$ cat src/rtl/dt_pkg.sv
// Shared types and constants for the two-pass chessboard distance transform sequencer.
package dt_pkg;
  localparam int LOG_W_DEF  = 7;
  localparam int ADDR_W_DEF = 2 * LOG_W_DEF;
  localparam int DATA_W_DEF = 8;

  typedef enum logic [2:0] {IDLE, RD_C, CHK, RD_N, LAST, WR, DONE} state_e;
  typedef enum logic {FWD = 1'b0, BWD = 1'b1} pass_e;

  // Neighbour row/col deltas in visit order, indexed [pass][nb]:
  // forward NW,N,NE,W (-129,-128,-127,-1); backward SE,S,SW,E (+129,+128,+127,+1).
  localparam logic signed [1:0] NBR_DR [2][4] = '{'{-2'sd1, -2'sd1, -2'sd1,  2'sd0},
                                                  '{ 2'sd1,  2'sd1,  2'sd1,  2'sd0}};
  localparam logic signed [1:0] NBR_DC [2][4] = '{'{-2'sd1,  2'sd0,  2'sd1, -2'sd1},
                                                  '{ 2'sd1,  2'sd0, -2'sd1,  2'sd1}};

  localparam int SCAN_FIRST = 1;

  function automatic int scan_last(input int log_w);
    return (1 << log_w) - 2;
  endfunction
endpackage

$ cat src/rtl/dt_addr_gen.sv
// Interior raster scan position for both passes; yields centre, next centre and neighbour addresses.
module dt_addr_gen
  import dt_pkg::*;
#(
  parameter int LOG_W = LOG_W_DEF
) (
  input  logic               clk,
  input  logic               rstn,
  input  logic               init,
  input  logic               advance,
  input  logic [1:0]         nb,
  output pass_e              pass,
  output logic               last_pixel,
  output logic [2*LOG_W-1:0] centre,
  output logic [2*LOG_W-1:0] centre_nxt,
  output logic [2*LOG_W-1:0] nbr_addr
);
  localparam logic [LOG_W-1:0] C_FIRST = LOG_W'(SCAN_FIRST);
  localparam logic [LOG_W-1:0] C_LAST  = LOG_W'(scan_last(LOG_W));

  logic [LOG_W-1:0] row_q, row_d, col_q, col_d;
  pass_e            pass_q, pass_d;
  logic [LOG_W-1:0] dr, dc;

  always_comb begin
    row_d  = row_q;
    col_d  = col_q;
    pass_d = pass_q;
    if (init) begin
      row_d  = C_FIRST;
      col_d  = C_FIRST;
      pass_d = FWD;
    end else if (advance) begin
      if (pass_q == FWD) begin
        if (col_q != C_LAST) begin
          col_d = col_q + 1'b1;
        end else if (row_q != C_LAST) begin
          col_d = C_FIRST;
          row_d = row_q + 1'b1;
        end else begin
          // Backward pass starts on the pixel where the forward pass ended.
          pass_d = BWD;
        end
      end else begin
        if (col_q != C_FIRST) begin
          col_d = col_q - 1'b1;
        end else begin
          col_d = C_LAST;
          row_d = row_q - 1'b1;
        end
      end
    end
  end

  always_ff @(posedge clk or negedge rstn) begin
    if (!rstn) begin
      row_q  <= '0;
      col_q  <= '0;
      pass_q <= FWD;
    end else begin
      row_q  <= row_d;
      col_q  <= col_d;
      pass_q <= pass_d;
    end
  end

  assign dr         = {{(LOG_W-2){NBR_DR[pass_q][nb][1]}}, NBR_DR[pass_q][nb]};
  assign dc         = {{(LOG_W-2){NBR_DC[pass_q][nb][1]}}, NBR_DC[pass_q][nb]};
  assign pass       = pass_q;
  assign centre     = {row_q, col_q};
  assign centre_nxt = {row_d, col_d};
  assign nbr_addr   = {row_q + dr, col_q + dc};
  assign last_pixel = (pass_q == FWD) ? ((row_q == C_LAST) && (col_q == C_LAST))
                                      : ((row_q == C_FIRST) && (col_q == C_FIRST));
endmodule

$ cat src/rtl/dt_pass_sequencer.sv
// Forward/backward chessboard distance transform over the result RAM; sole RAM master once started.
module dt_pass_sequencer
  import dt_pkg::*;
#(
  parameter int LOG_W  = LOG_W_DEF,
  parameter int ADDR_W = ADDR_W_DEF,
  parameter int DATA_W = DATA_W_DEF
) (
  input  logic              clk,
  input  logic              rstn,
  input  logic              start,
  output logic              res_rd,
  output logic [ADDR_W-1:0] res_addr,
  input  logic [DATA_W-1:0] res_di,
  output logic              res_wr,
  output logic [DATA_W-1:0] res_do,
  output logic              busy,
  output logic              done
);
  state_e            state_q, state_d;
  logic [1:0]        nb_q, nb_d;
  logic [DATA_W-1:0] acc_q, acc_d, cen_q, cen_d, do_q, do_d, inc;
  logic [ADDR_W-1:0] addr_q, addr_d, centre, centre_nxt, nbr_addr;
  logic              rd_q, rd_d, wr_q, wr_d, busy_q, busy_d, done_q, done_d;
  logic              init, advance, last_pixel;
  pass_e             pass;

  function automatic logic [DATA_W-1:0] umin(input logic [DATA_W-1:0] a, input logic [DATA_W-1:0] b);
    return (a < b) ? a : b;
  endfunction

  dt_addr_gen #(.LOG_W(LOG_W)) u_addr_gen (
    .clk       (clk),
    .rstn      (rstn),
    .init      (init),
    .advance   (advance),
    .nb        (nb_d),
    .pass      (pass),
    .last_pixel(last_pixel),
    .centre    (centre),
    .centre_nxt(centre_nxt),
    .nbr_addr  (nbr_addr)
  );

  always_comb begin
    state_d = state_q;
    nb_d    = nb_q;
    acc_d   = acc_q;
    cen_d   = cen_q;
    init    = 1'b0;
    advance = 1'b0;
    case (state_q)
      IDLE: if (start) begin
        init    = 1'b1;
        state_d = RD_C;
      end
      RD_C: state_d = CHK;
      CHK: if (res_di == '0) begin
        if (last_pixel && (pass == BWD)) state_d = DONE;
        else begin
          advance = 1'b1;
          state_d = RD_C;
        end
      end else begin
        cen_d   = res_di;
        acc_d   = '1;
        nb_d    = 2'd0;
        state_d = RD_N;
      end
      RD_N: begin
        // Read data trails the address by one cycle, so nb=0 has nothing to fold in yet.
        if (nb_q != 2'd0) acc_d = umin(acc_q, res_di);
        if (nb_q == 2'd3) state_d = LAST;
        else              nb_d    = nb_q + 2'd1;
      end
      LAST: begin
        acc_d   = umin(acc_q, res_di);
        state_d = WR;
      end
      WR: if (last_pixel && (pass == BWD)) state_d = DONE;
      else begin
        advance = 1'b1;
        state_d = RD_C;
      end
      DONE:    state_d = DONE;
      default: state_d = IDLE;
    endcase
  end

  // Outputs are registered, so they are decoded from the state being entered.
  always_comb begin
    inc    = (acc_d == '1) ? acc_d : acc_d + 1'b1;
    rd_d   = 1'b0;
    wr_d   = 1'b0;
    addr_d = '0;
    do_d   = '0;
    busy_d = (state_d != IDLE) && (state_d != DONE);
    done_d = (state_d == DONE);
    case (state_d)
      RD_C: begin
        rd_d   = 1'b1;
        addr_d = centre_nxt;
      end
      RD_N: begin
        rd_d   = 1'b1;
        addr_d = nbr_addr;
      end
      WR: begin
        wr_d   = 1'b1;
        addr_d = centre;
        do_d   = (pass == FWD) ? inc : umin(cen_q, inc);
      end
      default: ;
    endcase
  end

  always_ff @(posedge clk or negedge rstn) begin
    if (!rstn) begin
      state_q <= IDLE;
      nb_q    <= '0;
      acc_q   <= '0;
      cen_q   <= '0;
      rd_q    <= 1'b0;
      wr_q    <= 1'b0;
      addr_q  <= '0;
      do_q    <= '0;
      busy_q  <= 1'b0;
      done_q  <= 1'b0;
    end else begin
      state_q <= state_d;
      nb_q    <= nb_d;
      acc_q   <= acc_d;
      cen_q   <= cen_d;
      rd_q    <= rd_d;
      wr_q    <= wr_d;
      addr_q  <= addr_d;
      do_q    <= do_d;
      busy_q  <= busy_d;
      done_q  <= done_d;
    end
  end

  assign res_rd   = rd_q;
  assign res_wr   = wr_q;
  assign res_addr = addr_q;
  assign res_do   = do_q;
  assign busy     = busy_q;
  assign done     = done_q;
endmodule

$ cat config.mk
export PLATFORM = sky130hd
export DESIGN_NAME = dt_pass_sequencer
export DESIGN_NICKNAME = d
export VERILOG_FILES = /design/src/rtl/dt_pkg.sv /design/src/rtl/dt_addr_gen.sv /design/src/rtl/dt_pass_sequencer.sv
export SDC_FILE = /design/constraint.sdc
export NUM_CORES = 1
export LEC_CHECK = 0
export ABC_AREA = 1
export BUFFER_PORTS_ARGS = -buffer_cell sky130_fd_sc_hd__buf_2
export CAP_MARGIN = 20
export CORE_MARGIN = 1.5
export CORE_UTILIZATION = 55
export DETAILED_ROUTE_END_ITERATION = 16
export MAX_ROUTING_LAYER = met4
export PLACE_DENSITY = 0.74
export SLEW_MARGIN = 15
export SYNTH_ARGS = -nofsm -noshare
export SYNTH_HDL_FRONTEND = slang
export SYNTH_SLANG_ARGS = --single-unit
$ cat constraint.sdc
create_clock -name clk -period 7.3 [get_ports clk]
set_input_delay 0 -clock clk [delete_from_list [all_inputs] [get_ports clk]]
set_output_delay 0 -clock clk [all_outputs]
set_load 0.02 [all_outputs]
==> results of run 1 <==
cell families after synthesis:
| group | count (synthesis) | share of synthesized area (%) |
|---|---|---|
| simple gates | 255 | 24.7 |
| compound gates | 133 | 18.2 |
| flops | 62 | 34.3 |
| xor+xnor | 15 | 2.90 |
| fa+ha+maj | 38 | 10.8 |
| buf+inv | 107 | 9.10 |
placed cells by master (no fill, tap or decap), types with 3 or more instances in the layout:
| cell | netlist | routed |
|---|---|---|
| nor2_1 | 65 | 65 |
| o211ai_1 | 9 | 9 |
| dfrtp_1 | 62 | 62 |
| a21oi_2 | 4 | 4 |
| nand4_1 | 5 | 5 |
| dlygate4sd3_1 | 0 | 4 |
| nor3_1 | 13 | 13 |
| ha_1 | 36 | 36 |
| clkbuf_8 | 0 | 10 |
| nand2_2 | 9 | 9 |
| o21bai_1 | 3 | 3 |
| xor2_1 | 13 | 13 |
| inv_1 | 88 | 88 |
| inv_2 | 9 | 9 |
| o22ai_1 | 3 | 3 |
| nor2_4 | 4 | 4 |
| nand2_1 | 119 | 119 |
| nand3b_1 | 3 | 3 |
| buf_2 | 2 | 37 |
| o221ai_1 | 6 | 6 |
| o21ai_0 | 44 | 44 |
| a21oi_1 | 39 | 39 |
| a211oi_1 | 6 | 6 |
| nand3_1 | 29 | 29 |
| a22oi_1 | 7 | 7 |
flip-flops by register name (all words and copies together) (netlist names):
signal            count
res_addr             14
busy                  1
res_wr                1
state_q               3
acc_q                 8
cen_q                 8
done                  1
res_rd                1
u_addr_gen.row_q      7
nb_q                  2
res_do                8
u_addr_gen.pass       1
u_addr_gen.col_q      7
cell usage after synthesis (all sizes together) (5+ instances only):
master	instances
nand3	30
inv	97
clkbuf	7
dfrtp	62
nand2	129
nand4	5
a211oi	6
a22oi	7
o221ai	6
nor3	14
ha	36
xor2	13
nor2	70
o21ai	46
a21oi	45
o211ai	9
per-layer routing:
| layer | vias to the layer above | global-route usage, % | wire [µm] |
|---|---|---|---|
| met5 | - | - | 0 |
| li1 | 2114 | - | - |
| met1 | 1996 | 35.2 | 4900 |
| met4 | 0 | 11.2 | 250 |
| met2 | 129 | 49.7 | 5790 |
| met3 | 21 | 4.05 | 561 |
worst reg2reg max path, cell delays in order (launching register included):
cell       delay (ns)
dfrtp_1          0.43
inv_2            0.10
nand2_1          0.09
nor2_4           0.41
inv_2            0.25
nand2_2          0.21
o211ai_1         0.11
a22oi_1          0.37
ha_1             0.24
nand3_1          0.11
nor2_2           0.20
nand2_1          0.12
nand2_1          0.07
o21ai_0          0.08
o21a_1           0.13
ha_1             0.29
nand2_1          0.09
nor2_1           0.04
a2111oi_0        0.68
nand2_2          0.32
nand2_1          0.14
nand2_1          0.06
nor2_1           0.10
worst max path at each step:
stage | end | slack [ns] | depth (start not counted)
floorplan | res_do[1] | 3.33 | 23
global placement | res_do[1] | 2.95 | 22
detailed placement | res_do[0] | 2.60 | 22
CTS | res_do[0] | 2.60 | 22
global route | res_do[0] | 2.08 | 22
finish | res_do[0] | 2.61 | 22
power by group through the flow:
stage / registers [mW] / clock network [mW] / logic, mW
4_1_cts: 0.577 / 0.296 / 1.87
6_report: 0.579 / 0.292 / 1.87
3_5_place_dp: 0.583 / 0 / 1.85
2_1_floorplan: 0.606 / 0 / 1.39
5_1_grt: 0.592 / 0.313 / 2.16
3_3_place_gp: 0.579 / 0 / 1.79
repair_timing:
| item | in CTS | in global routing |
|---|---|---|
| endpoints found under the hold margin | 65 | 0 |
| endpoints found under the setup margin | 0 | 0 |
| resized for setup | 0 | 0 |
| hold buffers | 4 | 0 |
layout make-up:
type	instances	area (µm²)	share of cell area, %
multi-input cells	441	2560	51.0
flip-flops and latches	62	1550	30.9
inverters	97	364	7.24
repair buffers	43	240	4.78
clock buffers	10	138	2.74
well taps	102	128	2.54
clock inverters	6	45.0	0.896
==> run summary, run 1 <==
clk root buf -> clkbuf_8
Worst-Skew Late Latency -> 0.36 ns
WP data required -> 7.59 ns
synthesis-stage register bit count -> 62
power per cell area -> 546 nW/µm²
Logic pwr share -> 68.3%
biggest area consumer among synthesized cells -> dfrtp_1
unrepaired setup endpoints after global routing -> no
die width -> 93.7 µm
Power Internal -> 1.28 mW
Leakage -> 2.60 nW
Max clock buf depth -> 2
Port Buffers -> 36
top post-synthesis cells by area -> dfrtp_1, ha_1, nand2_1
net switching power figure -> 1.46 mW
WHS Endpoint -> cen_q[4]
Die Ht -> 93.7 µm
Seq/Total Area, Yosys -> 34.3%
sequential power share -> 21.1%
worst r2r src -> state_q[1]
Layout Cell Area excl Fill -> 5030 µm²
relative slew slack -> 25.5%
worst hold stages -> 3
total track usage -> 29.2%
core footprint -> 7850 µm²
Ports -> 37
Pre-antenna DRT Iters -> 5
Final Non-Filler Cells -> 761
pre-CTS setup slack -> 2.60 ns
Synth top area share -> 34.3%
YS warnings -> 0
GP Congestion -> 0.934
antenna violations before repair -> 0
most frequent CP cell -> nand2_1
setup_tns -> 0 ns
Worst Path Max Fanout -> 18
GRT overflow -> 0
Antenna Cells -> 0
Crit path max-delay family -> simple AND/OR/NAND/NOR gates
H-tree Lvls -> 3
CTS Buf Count -> 9
Initial Utilization -> 57.7%
count of different cell masters after synthesis -> 42
Critical Path Source -> state_q[1]
drt wl/cell -> 15.1 µm
share of cells above drive strength 1 -> 13.7%
Residual DRC -> 0
number of DRC markers in iteration 0 -> 253
Setup WS post-layout -> 2.61 ns
post-synthesis cell count -> 610
final hold vios -> 0
Hold Crit Class -> in2reg
switching fraction of total power -> 53.3%
syn_area_per_cell -> 7.42 µm²
largest net degree at the start of global routing -> 63
vias per cell -> 5.60
clk slew on worst S/H paths -> 0.08 ns
FP Rows -> 32
Pwr Total -> 2.74 mW
routed wire length -> 11500 µm
endpoints failing setup -> 0
vias in the first global route -> 4183
TritonCTS clock tree -> built
Post-synth EDFFs -> 0
Reg2Reg Setup Slack -> 2.61 ns
status -> finished clean
Fmax -> 213 MHz
dominant synthesized flop cell -> dfrtp_1
post-CTS setup buffer count -> 0
dpl cells -> 740
Final Critical Period -> 4.69 ns
CP max stage delay -> 0.68 ns
Tcrit/Tclk final -> 64.3%
CP Launch Type -> register
final net count -> 703
HPWL Detailed -> 8400 µm
clock sinks -> 62
R2R cell count -> 22
skew final -> 0.0103 ns
first-pass GRT wire length -> 19500 µm
DR vias -> 4260
Antenna Nets Post-Route -> 0
Min Hold Slack -> 0.0107 ns
Least-Margin Pin Slew -> 1.11 ns
fillers -> 701
syn_nets -> 659
maxcap violations -> 0
critical path class -> reg2reg
Layout area overhead -> 11.1%
WP data arrival -> 4.98 ns
CP Cell Sequence -> inv_2, nand2_1, nor2_4, inv_2, nand2_2, o211ai_1, a22oi_1, ha_1, nand3_1, nor2_2, nand2_1, nand2_1, o21ai_0, o21a_1, ha_1, nand2_1, nor2_1, a2111oi_0, nand2_2, nand2_1, nand2_1, nor2_1
post-placement cell area -> 4800 µm²
post-layout utilization of the core -> 64.1%
slowest CP cell -> a2111oi_0
Max IR drop VDD -> 0.313 mV
Clock Power Share -> 10.6%
Final Max Slew Viols -> 0
Post-Syn Area -> 4530 µm²
die outline area -> 8780 µm²
terminus of the critical flop-to-flop path -> res_do[0]
ys async rst share -> 100%
hold path start -> res_di[4]
Worst Path Buf+Inv -> 2
crit end category -> register
(Power assumes the default switching activity.)
==> inputs of run 2 (changes only) <==
--- a/config.mk
+++ b/config.mk
@@ -12,7 +12,7 @@
 export CORE_UTILIZATION = 55
 export DETAILED_ROUTE_END_ITERATION = 16
 export MAX_ROUTING_LAYER = met4
-export PLACE_DENSITY = 0.74
+export PLACE_DENSITY = 0.77
 export SLEW_MARGIN = 15
 export SYNTH_ARGS = -nofsm -noshare
 export SYNTH_HDL_FRONTEND = slang
==> constraint.sdc (replaced) <==
create_clock -name clk -period 4.25 [get_ports clk]
set_input_delay 0 -clock clk [delete_from_list [all_inputs] [get_ports clk]]
set_output_delay 0 -clock clk [all_outputs]
set_load 0.02 [all_outputs]
==> run summary, run 2 (synthesis gave the netlist of run 1 again) <==
status -> finished clean
critical path class -> reg2reg
R2R cell count -> 26
final net count -> 714
relative slew slack -> 42.9%
Die Ht -> 93.7 µm
worst r2r src -> acc_q[5]
max FFs per register -> 14
Residual DRC -> 0
Reg2Reg Setup Slack -> 0.34 ns
share of cells above drive strength 1 -> 16.1%
vias in the first global route -> 4211
Final Non-Filler Cells -> 772
FP Rows -> 32
CP Launch Type -> register
first-pass GRT wire length -> 19900 µm
H-tree Lvls -> 3
number of DRC markers in iteration 0 -> 246
most frequent CP cell -> nand2_1
GP Congestion -> 0.976
hold path start -> res_di[2]
CTS Buf Count -> 9
WHS Endpoint -> cen_q[2]
slowest CP cell -> dfrtp_1
Hold Crit Class -> in2reg
largest net degree at the start of global routing -> 63
clk root buf -> clkbuf_8
core footprint -> 7850 µm²
Initial Utilization -> 57.7%
WP data arrival -> 4.19 ns
Max clock buf depth -> 2
vias per cell -> 5.56
Pre-antenna DRT Iters -> 5
crit end category -> register
terminus of the critical flop-to-flop path -> res_do[6]
maxcap violations -> 0
final hold vios -> 0
Antenna Cells -> 0
worst hold stages -> 3
WP data required -> 4.54 ns
Port Buffers -> 36
Antenna Nets Post-Route -> 0
die width -> 93.7 µm
total track usage -> 30.1%
dpl cells -> 747
antenna violations before repair -> 0
Final Max Slew Viols -> 0
DR vias -> 4295
skew final -> 0.00956 ns
post-layout utilization of the core -> 65.8%
GRT overflow -> 0
TritonCTS clock tree -> built
endpoints failing setup -> 0
Ports -> 37
Worst-Skew Late Latency -> 0.36 ns
Least-Margin Pin Slew -> 0.854 ns
Final Critical Period -> 3.91 ns
routed wire length -> 11900 µm
Layout area overhead -> 14.1%
most frequent cells in the layout -> nand2_1, inv_1, nor2_1
CP max stage delay -> 0.42 ns
Tcrit/Tclk final -> 92.0%
clk slew on worst S/H paths -> 0.08 ns
HPWL Detailed -> 8680 µm
drt wl/cell -> 15.5 µm
Fmax -> 256 MHz
Worst Path Max Fanout -> 14
die outline area -> 8780 µm²
most common cell after layout, fill and taps aside -> nand2_1
clock sinks -> 62
## run 2: metrics by stage
| step | hold slack [ns] | setup slack, ns | area [µm²] | TNS (ns) |
|---|---|---|---|---|
| 2_1_floorplan | -0.296 | 0.278 | 4530 | 0 |
| 3_3_place_gp | 0.214 | 0.274 | 4850 | 0 |
| 3_5_place_dp | 0.227 | 0.0320 | 4850 | 0 |
| 5_1_grt | 0.0387 | -0.0249 | 5160 | -0.0346 |
| 4_1_cts | 0.00276 | 0.0453 | 5090 | 0 |
| 6_report | 0.00751 | 0.342 | 5160 | 0 |
## run 2: timing repair
item / 4_1_cts / 5_1_grt
hold buffers: 5 / 0
buffers inserted: 0 / 4
hold endpoints to repair: 66 / 0
resized for setup: 1 / 14
setup endpoints to repair: 1 / 9
pin swaps: 0 / 2
## run 2: per-layer routing
layer / share of wire, % / GRT usage (%) / wire [µm]
met1: 42 / 35.5 / 4970
met2: 50 / 50.9 / 6030
met3: 5.8 / 5.42 / 694
met4: 2.1 / 11.9 / 251
met5: 0 / - / 0
## run 2: worst max-delay path: cells and delay by family (launching register included)
| family | cells | cell delay [ns] |
|---|---|---|
| compound gates | 5 | 0.94 |
| fa+ha+maj | 3 | 0.80 |
| buf+inv | 3 | 0.34 |
| flops | 1 | 0.42 |
| simple gates | 15 | 1.33 |
## run 2: worst max path at each step
stage | from | to | slack (ns) | cells after the start
finish | acc_q[5] | res_do[6] | 0.34 | 26
global route | acc_q[7] | res_do[6] | -0.02 | 26
CTS | acc_q[7] | res_do[2] | 0.05 | 26
detailed placement | acc_q[7] | res_do[2] | 0.03 | 26
global placement | acc_q[5] | res_do[0] | 0.27 | 23
floorplan | acc_q[5] | res_do[1] | 0.28 | 23
## run 2: area by class of cell
type	count	area [µm²]
clock buffers	10	138
fillers	682	2690
inverters	97	364
repair buffers	54	328
well taps	102	128
clock inverters	6	45.0
multi-input cells	441	2610
flip-flops and latches	62	1550
Power of run 2 is not shown: default switching activity piles up to over one toggle a cycle in this logic, so the estimate is an artifact.
==> inputs of run 3 (changes only) <==
--- a/config.mk
+++ b/config.mk
@@ -7,12 +7,13 @@
 export LEC_CHECK = 0
 export ABC_AREA = 1
 export BUFFER_PORTS_ARGS = -buffer_cell sky130_fd_sc_hd__buf_2
-export CAP_MARGIN = 20
+export CAP_MARGIN = 25
 export CORE_MARGIN = 1.5
 export CORE_UTILIZATION = 55
 export DETAILED_ROUTE_END_ITERATION = 16
 export MAX_ROUTING_LAYER = met4
 export PLACE_DENSITY = 0.77
+export REMOVE_ABC_BUFFERS = 1
 export SLEW_MARGIN = 15
 export SYNTH_ARGS = -nofsm -noshare
 export SYNTH_HDL_FRONTEND = slang
==> run summary, run 3 (synthesis gave the netlist of run 1 again) <==
core footprint -> 7850 µm²
vias per cell -> 5.66
clk root buf -> clkbuf_8
most common cell after layout, fill and taps aside -> nand2_1
first-pass GRT wire length -> 19500 µm
clock sinks -> 62
Final Critical Period -> 3.92 ns
Residual DRC -> 0
Tcrit/Tclk final -> 92.3%
antenna violations before repair -> 0
drt wl/cell -> 15.2 µm
Min Hold Slack -> 0.0168 ns
skew final -> 0.0139 ns
fillers -> 712
Final Non-Filler Cells -> 769
max FFs per register -> 14
total track usage -> 29.1%
share of cells above drive strength 1 -> 15.3%
die outline area -> 8780 µm²
status -> finished clean
post-placement cell area -> 4850 µm²
largest net degree at the start of global routing -> 63
Layout area overhead -> 13.5%
HPWL Detailed -> 8420 µm
Worst Path Max Fanout -> 14
TritonCTS clock tree -> built
Least-Margin Pin Slew -> 0.932 ns
Die Ht -> 93.7 µm
WP data arrival -> 4.20 ns
met1 usage -> 34.8%
clk slew on worst S/H paths -> 0.08 ns
dpl cells -> 747
GR peak layer -> met2
maxcap violations -> 0
Ports -> 37
endpoints failing setup -> 0
WP data required -> 4.53 ns
met3 Usage GRT -> 4.29%
DR vias -> 4350
Antenna Nets Post-Route -> 0
Fmax -> 255 MHz
Antenna Cells -> 0
Final Max Slew Viols -> 0
area occupied by multi-input gates -> 2590 µm²
GP Congestion -> 0.966
FF/Latch Area -> 1550 µm²
Max clock buf depth -> 2
vias in the first global route -> 4174
GRT overflow -> 0
routed wire length -> 11700 µm
FP Rows -> 32
Hold Crit Class -> in2reg
crit end category -> register
CTS Buf Count -> 9
Pre-antenna DRT Iters -> 5
critical path class -> reg2reg
met2 Resource Use GR -> 50.3%
number of DRC markers in iteration 0 -> 243
most frequent cells in the layout -> nand2_1, inv_1, nor2_1
Layout Cell Area excl Fill -> 5130 µm²
relative slew slack -> 37.6%
H-tree Lvls -> 3
final hold vios -> 0
die width -> 93.7 µm
Port Buffers -> 36
final net count -> 711
CP Launch Type -> register
Worst-Skew Late Latency -> 0.34 ns
Initial Utilization -> 57.7%
-- run 3: changes by cell type in the layout (fill, tap and decap cells not counted), moves of 2 or more --
cell and delta:
inv_6 +2, dlygate4sd3_1 -2, o21ai_0 +2, clkinv_4 -2, o21ai_1 -2
-- run 3: area by class of cell --
class,instances,area share [%]
well taps,102,2.49
repair buffers,51,5.85
flip-flops and latches,62,30.2
inverters,97,7.09
clock inverters,7,1.51
clock buffers,9,2.41
multi-input cells,441,50.4
-- run 3: worst max-delay path: stages (launching register included) --
cell	delay (ns)
dfrtp_1	0.42
ha_1	0.30
a21oi_1	0.16
o21a_2	0.23
nand2_4	0.11
o21ai_0	0.14
o21ai_0	0.11
a22oi_2	0.19
inv_1	0.08
ha_1	0.22
nand3_1	0.13
nor2_2	0.08
nand2_1	0.11
nand2_1	0.05
o21ai_0	0.19
o21a_1	0.18
ha_1	0.26
a2111oi_2	0.37
buf_4	0.20
nand2_4	0.10
nand2_1	0.09
nand2_1	0.05
nor2_1	0.09
-- run 3: stage by stage --
| stage | utilization [%] | worst slack (ns) | setup TNS [ns] |
|---|---|---|---|
| after floorplan | - | 0.285 | 0 |
| after global placement | 61.8 | 0.339 | 0 |
| after detailed placement | 61.8 | 0.0941 | 0 |
| after CTS | 64.8 | 0.0328 | 0 |
| after global routing | 65.4 | -0.00402 | -0.00402 |
| final | 65.4 | 0.329 | 0 |
-- run 3: worst paths after layout --
kind                           start    endpoint  slack [ns]  cells past startpoint
min                        res_di[2]    cen_q[2]        0.02                      3
min reg2reg                 cen_q[0]   res_do[0]        0.54                      2
max                         acc_q[5]   res_do[5]        0.33                     22
min in group asynchronous       rstn      res_wr        0.36                      3
max in group asynchronous       rstn  state_q[1]        3.35                      3
max reg2reg                 acc_q[5]   res_do[5]        0.33                     22
-- run 3: routing by layer --
layer	vias to the layer above	part of all wire (%)
li1	2124	-
met1	2059	43
met2	148	49
met3	19	5.7
met4	0	1.9
met5	-	0
-- run 3: what timing repair did --
| action | in CTS | in global routing |
|---|---|---|
| endpoints found under the hold margin | 64 | 0 |
| hold buffers | 3 | 0 |
| setup endpoints to repair | 0 | 8 |
| gates resized for setup | 0 | 7 |
| buffers inserted | 0 | 3 |
Power of run 3 is left out for the same reason.
